### src/rtl/bitwise_adder_24bit.sv
// Unsigned 24-bit ripple-carry adder with combinational and registered result.
// Optional signed-overflow outputs are built when BITWISE_ADDER_OVF_EN is defined.
module bitwise_adder_24bit (
  input  logic        clk,
  input  logic        rst,
  input  logic [23:0] a,
  input  logic [23:0] b,
  input  logic        carry_in,
  output logic [23:0] sum,
  output logic        carry_out,
  output logic [23:0] sum_q,
  output logic        carry_out_q
`ifdef BITWISE_ADDER_OVF_EN
  ,
  output logic        overflow,
  output logic        overflow_q
`endif
);

  logic [24:0] c;
  logic [23:0] s;
  logic [23:0] sum_d;
  logic        carry_out_d;

  // One full-adder cell per bit; the loop unrolls into a 24-stage carry ripple.
  always_comb begin
    c    = '0;
    s    = '0;
    c[0] = carry_in;
    for (int i = 0; i < 24; i++) begin
      s[i]   = a[i] ^ b[i] ^ c[i];
      c[i+1] = (a[i] & b[i]) | (a[i] & c[i]) | (b[i] & c[i]);
    end
  end

  assign sum       = s;
  assign carry_out = c[24];

  always_comb begin
    sum_d       = sum;
    carry_out_d = carry_out;
  end

  always_ff @(posedge clk or posedge rst) begin
    if (rst) begin
      sum_q       <= 24'h000000;
      carry_out_q <= 1'b0;
    end else begin
      sum_q       <= sum_d;
      carry_out_q <= carry_out_d;
    end
  end

`ifdef BITWISE_ADDER_OVF_EN
  logic overflow_d;

  // Carry into the sign bit differing from carry out of it means signed overflow.
  assign overflow = c[23] ^ c[24];

  always_comb begin
    overflow_d = overflow;
  end

  always_ff @(posedge clk or posedge rst) begin
    if (rst) overflow_q <= 1'b0;
    else     overflow_q <= overflow_d;
  end
`endif

endmodule

### config.mk
export PLATFORM = sky130hd
export DESIGN_NAME = bitwise_adder_24bit
export DESIGN_NICKNAME = d
export VERILOG_FILES = /design/src/rtl/bitwise_adder_24bit.sv
export SDC_FILE = /design/constraint.sdc
export NUM_CORES = 1
export LEC_CHECK = 0
export ABC_AREA = 1
export BUFFER_PORTS_ARGS = -buffer_cell sky130_fd_sc_hd__buf_2
export CAP_MARGIN = 20
export CORE_UTILIZATION = 28
export CTS_CLUSTER_SIZE = 16
export DETAILED_ROUTE_END_ITERATION = 12
export HOLD_SLACK_MARGIN = 0.08
export PLACE_DENSITY_LB_ADDON = 0.1
export SLEW_MARGIN = 5
export SYNTH_ARGS = -nofsm -noshare
export SYNTH_HDL_FRONTEND = slang
export SYNTH_SLANG_ARGS = --single-unit
### constraint.sdc
create_clock -name clk -period 16.8 [get_ports clk]
set_input_delay 3.36 -clock clk [delete_from_list [all_inputs] [get_ports clk]]
set_output_delay 3.36 -clock clk [all_outputs]
set_load 0.01 [all_outputs]
* After elaboration in Yosys (flattened, before gate mapping)
Cells that the tools add are included.
** Operators by class
- Bitwise logic cells :: 168
** Operators by type and width (number)
- $and A1 B1 Y1 :: 72
- $or A1 B1 Y1 :: 48
- $xor A1 B1 Y1 :: 48
** Storage, ports and cells
- Input port bits :: 51
- Output and inout port bits :: 50
- Flip-flop bits (word level) :: 25
- Word-level logic and storage cells :: 170

* Logic depth before layout (Yosys ltp)
- Depth in word-level cells :: 72
- Gate-level depth with buffers :: 28
- Mapped depth without buffers :: 28

* Worst setup path before layout
OpenSTA, ideal clock, no wires.
- Path kind :: input port to output port
- From :: in a[0]
- To :: out sum[23]
- Buffers on the path :: 0
- Data required time :: 13440 ps
- Slack :: 933 ps
- Data arrival time :: 12507 ps
- Cell stages on the path :: 28
- Cell sequence :: inv_1 -> fa_1 -> inv_1 -> fa_1 -> fa_1 -> fa_1 -> fa_1 -> fa_1 -> fa_1 -> fa_1 -> fa_1 -> fa_1 -> fa_1 -> fa_1 -> fa_1 -> fa_1 -> fa_1 -> fa_1 -> fa_1 -> fa_1 -> fa_1 -> fa_1 -> fa_1 -> fa_1 -> fa_1 -> inv_1 -> fa_1 -> inv_1
** Between the ends
- Word-level cells in the longest chain between the ends :: 70
- Elaborated cells between the ends (all ways) :: 93
- Those cells by class :: bitwise: 93
** Ends and longest elaborated chain
- start: declaration :: line 6 : input logic [23:0] a,
- $and A1 B1 Y1 :: line 32 : c[i+1] = (a[i] & b[i]) | (a[i] & c[i]) | (b[i] & c[i]);
- $or A1 B1 Y1 * (2 in series) :: line 32
- $and A1 B1 Y1 :: line 32
- $or A1 B1 Y1 :: line 32
- $or A1 B1 Y1 * :: line 32
- $and A1 B1 Y1 :: line 32
- $or A1 B1 Y1 :: line 32
- $or A1 B1 Y1 * :: line 32
- (+53 left out)
- $or A1 B1 Y1 * :: line 32
- $and A1 B1 Y1 :: line 32
- $or A1 B1 Y1 :: line 32
- $or A1 B1 Y1 * :: line 32
- $and A1 B1 Y1 :: line 32
- $or A1 B1 Y1 :: line 32
- $or A1 B1 Y1 * :: line 32
- $xor A1 B1 Y1 * :: line 31 : s[i] = a[i] ^ b[i] ^ c[i];
- end: declaration :: line 9 : output logic [23:0] sum,
Mark *: on every way between the ends. The rest lies on a longest branch, timed or not.

* Worst setup path after layout
Same ends and word-level chain as after synthesis.

==> flow_summary.yaml <==
outcome:
  status: "finished clean"
placement:
  portBuffers: 100
  place_congestion: 0.619
  dpl_cell_area_sq_um: 1710
  post-place-cells: 208
  dpl_worst_slack_ns: 0.406
  dp_hpwl_mm: 2.10
synthesis:
  synth_ff_type: "dfrtp_1"
  synth_top_cells_by_count: "25 x dfrtp_1, 24 x fa_1, 11 x inv_1"
  syn_area_sq_um: 1150
  synth_cells: 60
  avgSynthCellArea_sq_um: 19.1
  yosysSeqAreaShare_pct: 54.5
  synth_edf_count: 0
  yosys-top-cells-area: "dfrtp_1 55%, fa_1 42%, inv_1 3.6%"
  syn_nets: 135
  synth_cell_types: 3
  ys_ff_latch: 25
  yosys.area.top_type: "dfrtp_1"
  synth_top_cell_area_share_pct: 54.5
  yosys_warnings: 0
  ys_async_sr_fraction_pct: 100
  yosysMostFrequentCell: "dfrtp_1"
timing:
  setup-violations-final: 0
  worst_slack_ns: 0.485
  tightest_slew_ns: 0.453
  max_slew_margin_pct: 69.8
  layout_min_cycle_time_ns: 16.31
  whs_ns: 3.09
  rsz0062_at_grt: "no"
  drv_slew: 0
  tns_ns: 0
  period_share_pct: 97.1
  clock.fmax_ghz: 0.0613
  hold_viol: 0
worst_setup_path:
  cpPeakStageDelay_ns: 0.41
  critPathLaunchType: "input port"
  worst_ep_required_time_ns: 13.44
  crit_fanout: 2
  setup.worst_path.end_class: "output pin"
  crit_family: "adder cells"
  crit_slowest_cell: "fa_1"
  path_buf_inv: 6
  critical_path_arrival_ns: 12.95
  path_common_cell: "fa_1"
  crit_type: "input port to output pin"
pwr:
  power_frac_seq_pct: 43.5
  p_leak_nw: 0.948
  switchingPower_mw: 0.0533
  switching_share_pct: 31.3
  internal_power_mw: 0.117
  power_density_nw_per_um2: 96.0
  power_mw: 0.170
  power.share.clock_pct: 20.0
  peakVddDrop_mv: 0.0298
  combPwrFrac_pct: 36.4
route:
  via_count: 827
  final_antenna_net_count: 0
  post_drt_wl_per_cell_microns: 11.1
  viasPerCell: 3.88
  route.detailed.drc: 0
  drt-initial-drc-count: 11
  wirelength_mm: 2.36
  drt-pass1-iter-count: 2
cts:
  clock_path_buffers: 2
  cts-root-buf: "clkbuf_8"
  hold_buffers: 0
  cts_tree: "yes"
  clkTransAtPathRegs_ns: 0.08
  cts_setup_buffers: 0
  h-tree-depth: 1
  numCtsBuffers: 3
  clkSinkCount: 25
  cts-resized-gates: 0
run:
  cap_violations: 0
global_route:
  gr-usage-all-layers_pct: 11.4
  first_global_vias: 853
  grt_use_met3_pct: 1.90
  grt_pass1_wl_mm: 3.67
  grt.met2_usage_pct: 19.6
  grt_busiest_layer: "met2"
  met1_usage_pct: 13.4
  grt_overflow: 0
  grt_max_degree: 26
  antenna_found_initial: 0
floorplan:
  dieArea_sq_um: 4360
  io_pins: 101
  die_h_microns: 66.0
  die_w_microns: 66.0
  fp-row-count: 22
  core-area_sq_um: 3800
  initial_core_util_pct: 30.2
final_layout:
  stdcell_area_sq_um: 1770
  area_growth_pct: 54.3
  drive_above_1_share_pct: 63.6
  layoutNonFillerInstCount: 213
  nets: 241
  diodes: 0
  fin_util_pct: 46.6
min_path:
  hold_class: "input port to asynchronous set/reset pin"
-- cells in the final DEF (no fill, tap or decap) --
cell type  netlist  routed
buf_2            0     100
dfrtp_1         25      25
fa_1            24      23
inv_1           11      11
clkbuf_8         0       3
fa_2             0       1
clkbuf_1         0       1
buf_8            0       1
-- power groups by stage --
stage          Combinational, mW  Sequential, mW  Clock [mW]
4_1_cts                   0.0635          0.0743      0.0365
6_report                  0.0619          0.0740      0.0341
5_1_grt                   0.0699          0.0753      0.0386
2_1_floorplan             0.0248          0.0826           0
3_5_place_dp              0.0635          0.0755           0
3_3_place_gp              0.0625          0.0751           0
-- path summary, 6_finish.rpt --
check / startpoint / end / slack [ns] / cells past startpoint
setup / recovery: a[0] / sum[23] / 0.49 / 30
hold / removal: rst / sum_q[3]$_DFF_PP0_ / 3.09 / 2
max in group asynchronous: rst / sum_q[11]$_DFF_PP0_ / 13.26 / 3
min in group clk: b[10] / sum_q[10]$_DFF_PP0_ / 3.39 / 2
-- sequential cells by signal (all words and copies together) (netlist names) --
signal       count
sum_q           24
carry_out_q      1
-- cells by family after synthesis --
kind of cell,share of synthesized area [%]
flip-flops,54.5
adder cells (fa/ha/maj),41.9
buffers and inverters,3.60
-- metal layers --
layer | vias up | share of wire [%]
met5 | - | 0
met4 | 0 | 1.1
met3 | 2 | 9.0
met2 | 54 | 52
met1 | 389 | 37
li1 | 382 | -
-- cell type report --
| type | instances | area, sq um |
|---|---|---|
| Clock buffer | 4 | 45.0 |
| Tap cell | 48 | 60.1 |
| Multi-Input combinational cell | 24 | 483 |
| Timing Repair Buffer | 101 | 515 |
| Inverter | 11 | 41.3 |
| Sequential cell | 25 | 626 |
| Fill cell | 372 | 2030 |
No activity file was read; power rests on OpenSTA's default activity.
